<file path="config.mk">
export PLATFORM = sky130hd
export DESIGN_NAME = program_sequencer
export DESIGN_NICKNAME = d
export VERILOG_FILES = /design/src/rtl/program_sequencer_pkg.sv /design/src/rtl/program_sequencer_pm_ram.sv /design/src/rtl/program_sequencer.sv
export SDC_FILE = /design/constraint.sdc
export NUM_CORES = 2
export LEC_CHECK = 0
export ABC_AREA = 1
export CORE_ASPECT_RATIO = 1.5
export CORE_MARGIN = 3
export CORE_UTILIZATION = 30
export CTS_CLUSTER_SIZE = 12
export DETAILED_ROUTE_END_ITERATION = 7
export DONT_BUFFER_PORTS = 1
export PLACE_DENSITY_LB_ADDON = 0.1
export SLEW_MARGIN = 20
export SYNTH_ARGS = -nofsm -noshare
export SYNTH_HDL_FRONTEND = slang
export SYNTH_SLANG_ARGS = --single-unit
</file>
<file path="constraint.sdc">
create_clock -name clk -period 3.38 [get_ports clk]
set_input_delay 0.338 -clock clk [delete_from_list [all_inputs] [get_ports clk]]
set_output_delay 0.338 -clock clk [all_outputs]
set_load 0.005 [all_outputs]
</file>
<file path="src/rtl/program_sequencer_pkg.sv">
// Shared definitions for the MPU fetch path.
// Sequencer state encoding and opcode constants also used by the decoder.
package program_sequencer_pkg;

    typedef enum logic {
        ST_LOAD = 1'b0,
        ST_RUN  = 1'b1
    } seq_state_t;

    localparam logic [7:0] DEFAULT_PARK = 8'hC0;
    localparam logic [3:0] OP_JUMP      = 4'hE;
    localparam logic [3:0] OP_JUMP_NZ   = 4'hF;

endpackage

</file>
<file path="src/rtl/program_sequencer_pm_ram.sv">
// Program memory: byte array with synchronous write and asynchronous read.
// Contents are not reset so a program survives a sequencer reset.
module program_sequencer_pm_ram #(
    parameter int ADDR_W = 8
) (
    input  logic              clk,
    input  logic              i_we,
    input  logic [ADDR_W-1:0] i_waddr,
    input  logic [7:0]        i_wdata,
    input  logic [ADDR_W-1:0] i_raddr,
    output logic [7:0]        o_rdata
);

    logic [7:0] r_mem [2**ADDR_W];

    // Loader write port
    always_ff @(posedge clk) begin
        if (i_we) begin
            r_mem[i_waddr] <= i_wdata;
        end
    end

    assign o_rdata = r_mem[i_raddr];

endmodule

</file>
<file path="src/rtl/program_sequencer.sv">
// Fetch sequencer: PC, branch steering with one delay slot, and byte loader.
// Instructions are parked while loading; PM is read combinationally in RUN.
module program_sequencer
    import program_sequencer_pkg::*;
#(
    parameter int          ADDR_W     = 8,
    parameter logic [7:0]  PARK_INSTR = DEFAULT_PARK
) (
    input  logic              clk,
    input  logic              reset_n,
    input  logic              jmp,
    input  logic              jmp_nz,
    input  logic [3:0]        ir_nibble,
    input  logic              zero_flag,
    input  logic              prog_valid,
    input  logic [7:0]        prog_data,
    output logic              prog_ready,
    input  logic              run_start,
    input  logic              load_req,
    output logic [7:0]        next_instr,
    output logic [ADDR_W-1:0] pc,
    output logic              running,
    output logic [ADDR_W-1:0] load_count
);

    seq_state_t        r_state;
    seq_state_t        w_state_nxt;
    logic [ADDR_W-1:0] r_pc;
    logic [ADDR_W-1:0] w_pc_nxt;
    logic [ADDR_W-1:0] r_load_count;
    logic [ADDR_W-1:0] w_count_nxt;
    logic [ADDR_W-1:0] w_target;
    logic              w_take;
    logic              w_we;
    logic [7:0]        w_rdata;

    // Jump page comes from the delay-slot address already in the PC
    assign w_target = {r_pc[ADDR_W-1:4], ir_nibble};
    assign w_take   = jmp | (jmp_nz & ~zero_flag);

    // State, PC and loader address registers
    always_ff @(posedge clk or negedge reset_n) begin
        if (!reset_n) begin
            r_state      <= ST_LOAD;
            r_pc         <= '0;
            r_load_count <= '0;
        end else begin
            r_state      <= w_state_nxt;
            r_pc         <= w_pc_nxt;
            r_load_count <= w_count_nxt;
        end
    end

    // Next-state, next-PC and loader write decisions
    always_comb begin
        w_state_nxt = r_state;
        w_pc_nxt    = r_pc;
        w_count_nxt = r_load_count;
        w_we        = 1'b0;
        unique case (r_state)
            ST_LOAD: begin
                if (prog_valid) begin
                    w_we        = 1'b1;
                    w_count_nxt = r_load_count + ADDR_W'(1);
                end
                if (run_start) begin
                    w_state_nxt = ST_RUN;
                    w_pc_nxt    = '0;
                end
            end
            ST_RUN: begin
                if (load_req) begin
                    w_state_nxt = ST_LOAD;
                    w_pc_nxt    = '0;
                    w_count_nxt = '0;
                end else if (w_take) begin
                    w_pc_nxt = w_target;
                end else begin
                    w_pc_nxt = r_pc + ADDR_W'(1);
                end
            end
        endcase
    end

    program_sequencer_pm_ram #(
        .ADDR_W (ADDR_W)
    ) u_pm (
        .clk     (clk),
        .i_we    (w_we),
        .i_waddr (r_load_count),
        .i_wdata (prog_data),
        .i_raddr (r_pc),
        .o_rdata (w_rdata)
    );

    assign running    = (r_state == ST_RUN);
    assign prog_ready = (r_state == ST_LOAD);
    assign next_instr = running ? w_rdata : PARK_INSTR;
    assign pc         = r_pc;
    assign load_count = r_load_count;

endmodule

</file>
==> Word-level counts from Yosys, hierarchy flattened <==
Memory sizes are Yosys's and may differ from the RTL's.
Cells that the tools add are included.
{ "totals": {"regBits": 17, "ram_bits": 2048, "memories": 1} }
{ "classes": {"n_bitwise": 4, "n_addsub": 2, "mux": 15, "n_eq_ne": 4, "reduce_logical": 2} }
{ "memory_table": {"columns": ["memory", "depth", "width", "read_ports", "rd_ports_with_merged_regs", "wr", "line", "source"], "rows": [
  ["u_pm.r_mem", 256, 8, 1, 0, 1, "program_sequencer_pm_ram.sv:14", "logic [7:0] r_mem [2**ADDR_W];"]
]} }
{ "ops": {"columns": ["operator", "n"], "rows": [
  ["$mux 8", 6],
  ["$pmux 8 s2", 2],
  ["$add 8x1->8 const B", 2],
  ["$mux 1", 6],
  ["$ne 2x2->1 const B", 2],
  ["$reduce_and 2->1", 2],
  ["$ne 3x3->1 const B", 1],
  ["$ne 2x1->1 const B", 1],
  ["$not 1->1", 2],
  ["$pmux 1 s2", 1],
  ["$and 1x1->1", 1],
  ["$or 1x1->1", 1]
]} }

==> Depth between registers and ports, before layout <==
{ "logic_depth": {"depth_word": 6, "mapped_depth": 17} }

==> Hierarchy <==
From an unflattened synthesis, not the netlist that was laid out.
{ "unflattened": {"cells_unflattened": 7147, "area_unflattened_um2": 84303.4} }
{ "modules_own_cells": {"columns": ["mod", "cells_each", "area_each_um2", "n_inst"], "rows": [
  ["program_sequencer_pm_ram", 6995, 83236.1, 1],
  ["program_sequencer", 152, 1067.3, 1]
]} }

==> Worst setup path after synthesis <==
OpenSTA, ideal clock, no wires.
{ "synth_path": {"kind": "reg-to-reg", "start": "register r_state, in the netlist running", "end": "memory u_pm.r_mem[102][0] (enable)", "required_ns": 3.010, "setup_ns": 0.370, "path_stages_with_launch": 8, "t_arrival_ns": 1.800, "period_less_slack_ns": 2.170, "path_slack_ns": 1.210, "cell_sequence": "dfrtp_1 clkinv_1 nand2_1 inv_1 clkbuf_1 nand2_1 clkbuf_1 nor2_1"} }
{ "synth_via": {"elab_chain_cells": 3} }
{ "synth_lines": {"columns": ["element", "line", "source"], "rows": [
  ["from (decl)", "program_sequencer.sv:26", "seq_state_t r_state;"],
  ["from (signal assigned)", "program_sequencer.sv:48", "r_state <= w_state_nxt;"],
  ["$mux 1", "program_sequencer.sv:60", "unique case (r_state)"],
  ["$mux 1", "program_sequencer_pm_ram.sv:18", "if (i_we) begin"],
  ["$mux 1 (not written as such)", "program_sequencer_pm_ram.sv:19", "r_mem[i_waddr] <= i_wdata;"],
  ["to (decl)", "program_sequencer_pm_ram.sv:14", null]
]} }
Every way passes these cells.

==> Final worst setup path <==
{ "layout_path": {"start": "register r_pc[0], in the netlist pc[0]", "end": "output port next_instr[0]"} }
{ "layout_via": {"elab_chain_cells": 2} }
{ "layout_lines": {"columns": ["element", "line", "source"], "rows": [
  ["from (decl)", "program_sequencer.sv:28", "logic [ADDR_W-1:0] r_pc;"],
  ["from (signal assigned)", "program_sequencer.sv:49", "r_pc <= w_pc_nxt;"],
  ["$mem_v2 256x8", null, null],
  ["$mux 8", "program_sequencer.sv:98", "assign next_instr = running ? w_rdata : PARK_INSTR;"],
  ["to (decl)", "program_sequencer.sv:20", "output logic [7:0] next_instr,"]
]} }
Every way passes these cells.

==> out/metrics.yaml <==
crit_required_ns: 3.04
yosysTopAreaCellShare_pct: 72.10
io_pins: 46
worstSetupStartpointType: "register"
cts_buffer_depth: 4
pwr_density_cell_nw_per_um2: 571.6
die_w_um: 441.4
critical_path_class: "register to output port"
worst_slack_ns: -0.6894
antenna_found_initial: 7
hp-class: "primary input to register"
htreeDepth: 4
coreArea_um2: 282600
vdd_drop_max_v: 0.0003829
wl_per_cell_um: 26.05
worstMarginPinSlew_ns: 1.546
antenna_left: 0
synth_area_per_cell_um2: 11.47
firstDrtPassIters: 5
p_total_mw: 58.81
violations: "max-slew violations, negative setup slack"
max_freq_mhz: 245.7
drt_iter0_drc: 4058
clock_latency_ns: 0.88
syn_area_um2: 85300
endpoint_kind: "output port"
die_area_um2: 290900
multiInputGateArea_um2: 20860
io_buffers: 0
final_nets: 7964
first_global_vias: 58110
placementRows: 239
drc: 0
viasPerCell: 4.856
syn_to_final_growth_pct: 20.62
synthCells: 7436
rsz0062_at_grt: "yes"
detail_route.wirelength_um: 307600
cp_max_fo: 25
fin_crit_ns: 4.069
finClkSkew_ns: 0.06281
cts_tree: "built"
relSlewSlack_pct: -3.061
initial_core_util_pct: 30.18
finalHoldViolCount: 0
maxCapViolations: 0
min_period_over_period_pct: 120.4
dp_hpwl_um: 180400
fp.dieH_um: 659.1
cp_slowest_cell: "dfrtp_4"
grt_usage_pct: 20.44
status: "finished with violations"
power.leakage_nw: 37.25
arrival_ns: 3.73
yosysWarnings: 0
placed_cell_area_um2: 93590
design_area_um2: 102900
synthDistinctLibCells: 32
ys_seq_area_share_pct: 72.60
setup_viol: 8
grt_overflow: 0
grt_max_degree: 257
syn_nets: 7461
cts-root-buf: "clkbuf_16"
cts.sinks: 2065
nFillCells: 27870
seq_area_um2: 61940
crit_chain: "buf_12 -> clkinv_16 -> buf_16 -> buf_4 -> buf_12 -> o21ai_0 -> nand3_1 -> nand3_1 -> a21oi_4 -> nor2_4 -> nand2_1 -> nand3_1 -> a21oi_1 -> buf_4 -> buf_4"
gp_congestion: 0.7997
clkTransAtPathRegs_ns: 0.06
yosys.area.top_type: "edfxtp_1"
cts_buffers: 216
critPathMaxStageDelay_ns: 0.46
drive_gt1_share_pct: 14.72
finalMaxSlewViolations: 28
grt_first_pass_wirelength_um: 431100
ys_ff_latch: 2065
yosys-top-cells-area: "edfxtp_1, nand2_1, nand3_1"
dr_total_vias: 57350
layout make-up:
class | count | area share (%)
clock inverter | 62 | 0.3052
clock buffer | 285 | 5.617
inverter | 257 | 0.9887
timing repair inverter | 2 | 0.03162
tap | 3735 | 4.542
sequential | 2065 | 60.20
timing repair buffer | 750 | 8.020
multi-input combinational | 4647 | 20.27
antenna | 7 | 0.01703
stage by stage:
step                TNS, ns  std cells  utilization [%]  setup slack (ns)  hold WS [ns]
global placement     -1.264      11350            33.12           -0.2934       0.04346
finish               -5.143      11810            36.41           -0.6894       0.01403
detailed placement   -1.129      11350            33.12           -0.2754       0.04342
CTS                  -5.914      11760            35.99           -0.7710       -0.3185
global route         -6.133      11810            36.40           -0.8035      0.007148
floorplan                 0       7436                -             1.210       0.04241
cell usage after synthesis:
| library cell | number |
|---|---|
| nand4_1 | 1 |
| dfrtp_1 | 17 |
| o22ai_1 | 43 |
| buf_1 | 35 |
| buf_2 | 223 |
| nor3_1 | 21 |
| buf_8 | 1 |
| clkinv_1 | 3 |
| clkbuf_1 | 131 |
| xor2_1 | 1 |
| inv_1 | 251 |
| o32ai_1 | 1 |
| ha_1 | 5 |
| a21boi_0 | 54 |
| o21ai_1 | 9 |
| or2_2 | 4 |
| buf_6 | 27 |
| nor2_1 | 894 |
| nor4_1 | 1 |
| nand3_1 | 874 |
| inv_6 | 1 |
| nor2_2 | 1 |
| nand2_1 | 2097 |
| inv_2 | 2 |
| xnor2_1 | 1 |
| nand2_2 | 1 |
| buf_4 | 50 |
| edfxtp_1 | 2048 |
| a31oi_1 | 1 |
| o21ai_0 | 356 |
| o211ai_1 | 82 |
| a21oi_1 | 200 |
metal layers:
metal	GRT usage [%]	wire (um)	vias to the layer above	share of wire, %
li1	-	-	26730	-
met1	25.76	127600	28940	41
met2	36.22	156600	1269	51
met3	2.311	12010	409	3.9
met4	6.944	11430	0	3.7
met5	0	0	-	0
sequential cells by signal, summed over array words and instances (netlist names):
| signal | cells |
|---|---|
| load_count | 8 |
| pc | 8 |
| running | 1 |
| u_pm.r_mem | 2048 |
what timing repair did:
| item | CTS | global route |
|---|---|---|
| pin swaps | 41 | 43 |
| buffers inserted | 31 | 13 |
| endpoints found under the hold margin | 2019 | 594 |
| gates resized for setup | 227 | 105 |
| hold buffers | 22 | 18 |
| setup endpoints to repair | 8 | 8 |
| gates cloned | 16 | 5 |
cell families (layout without fill, tap and decap cells):
logic type / Yosys count / in the layout / share of synthesized area, %
AO/OA/AOI/OAI: 746 / 746 / 4.845
other: 0 / 7 / 0
buffers and inverters: 724 / 1356 / 3.990
adder cells (fa/ha/maj): 5 / 5 / 0.07334
flip-flops: 2065 / 2065 / 72.60
XOR/XNOR: 2 / 2 / 0.02054
AND/OR/NAND/NOR: 3894 / 3894 / 18.47
path summary, 6_finish.rpt:
kind	to	slack, ns	startpoint	cells past startpoint
setup / recovery	next_instr[0]	-0.69	pc[0]$_DFFE_PN0P_	15
hold / removal	u_pm.r_mem[124][1]$_DFFE_PP_	0.01	prog_data[1]	1
setup reg to reg	pc[2]$_DFFE_PN0P_	0.28	pc[1]$_DFFE_PN0P_	10
hold reg to reg	pc[5]$_DFFE_PN0P_	0.72	pc[5]$_DFFE_PN0P_	2
max in group asynchronous	pc[1]$_DFFE_PN0P_	2.56	reset_n	1
min in group asynchronous	load_count[0]$_DFFE_PN0P_	0.08	reset_n	1
layout by cell type, fill, tap and decap left out, types with 6 or more instances in the layout:
cell type	Yosys	layout
nand2_2	1	63
clkinv_1	3	43
nor2_1	894	866
nand2_1	2097	2029
clkbuf_1	131	62
nor2_2	1	13
o21ai_0	356	341
buf_4	50	537
o22ai_1	43	41
clkbuf_16	0	224
a21oi_2	0	15
buf_8	1	10
nand3_2	0	73
nor3_1	21	21
buf_6	27	35
nor2_4	0	16
nand2_4	0	6
diode_2	0	7
buf_16	0	53
o211ai_1	82	82
clkinv_2	0	17
dfrtp_1	17	12
o21ai_1	9	21
dlygate4sd3_1	0	23
buf_12	0	78
a21boi_0	54	52
edfxtp_1	2048	2048
a21oi_1	200	180
bufbuf_16	0	10
inv_1	251	248
nand3_1	874	798
worst max-delay path: cells and delay by family, from the launching register on:
kind	cells	cell delay [ns]
buffers and inverters	7	1.08
and+or+nand+nor	5	0.77
AOI/OAI and AO/OA	3	0.47
DFF	1	0.46
report_power, final:
group          switching [mW]  internal (mW)
combinational            5.80           2.94
clock                    9.90           11.9
sequential             0.0562           28.2
total                    15.8           43.1
Note: power is estimated with default switching activity, not from simulation.
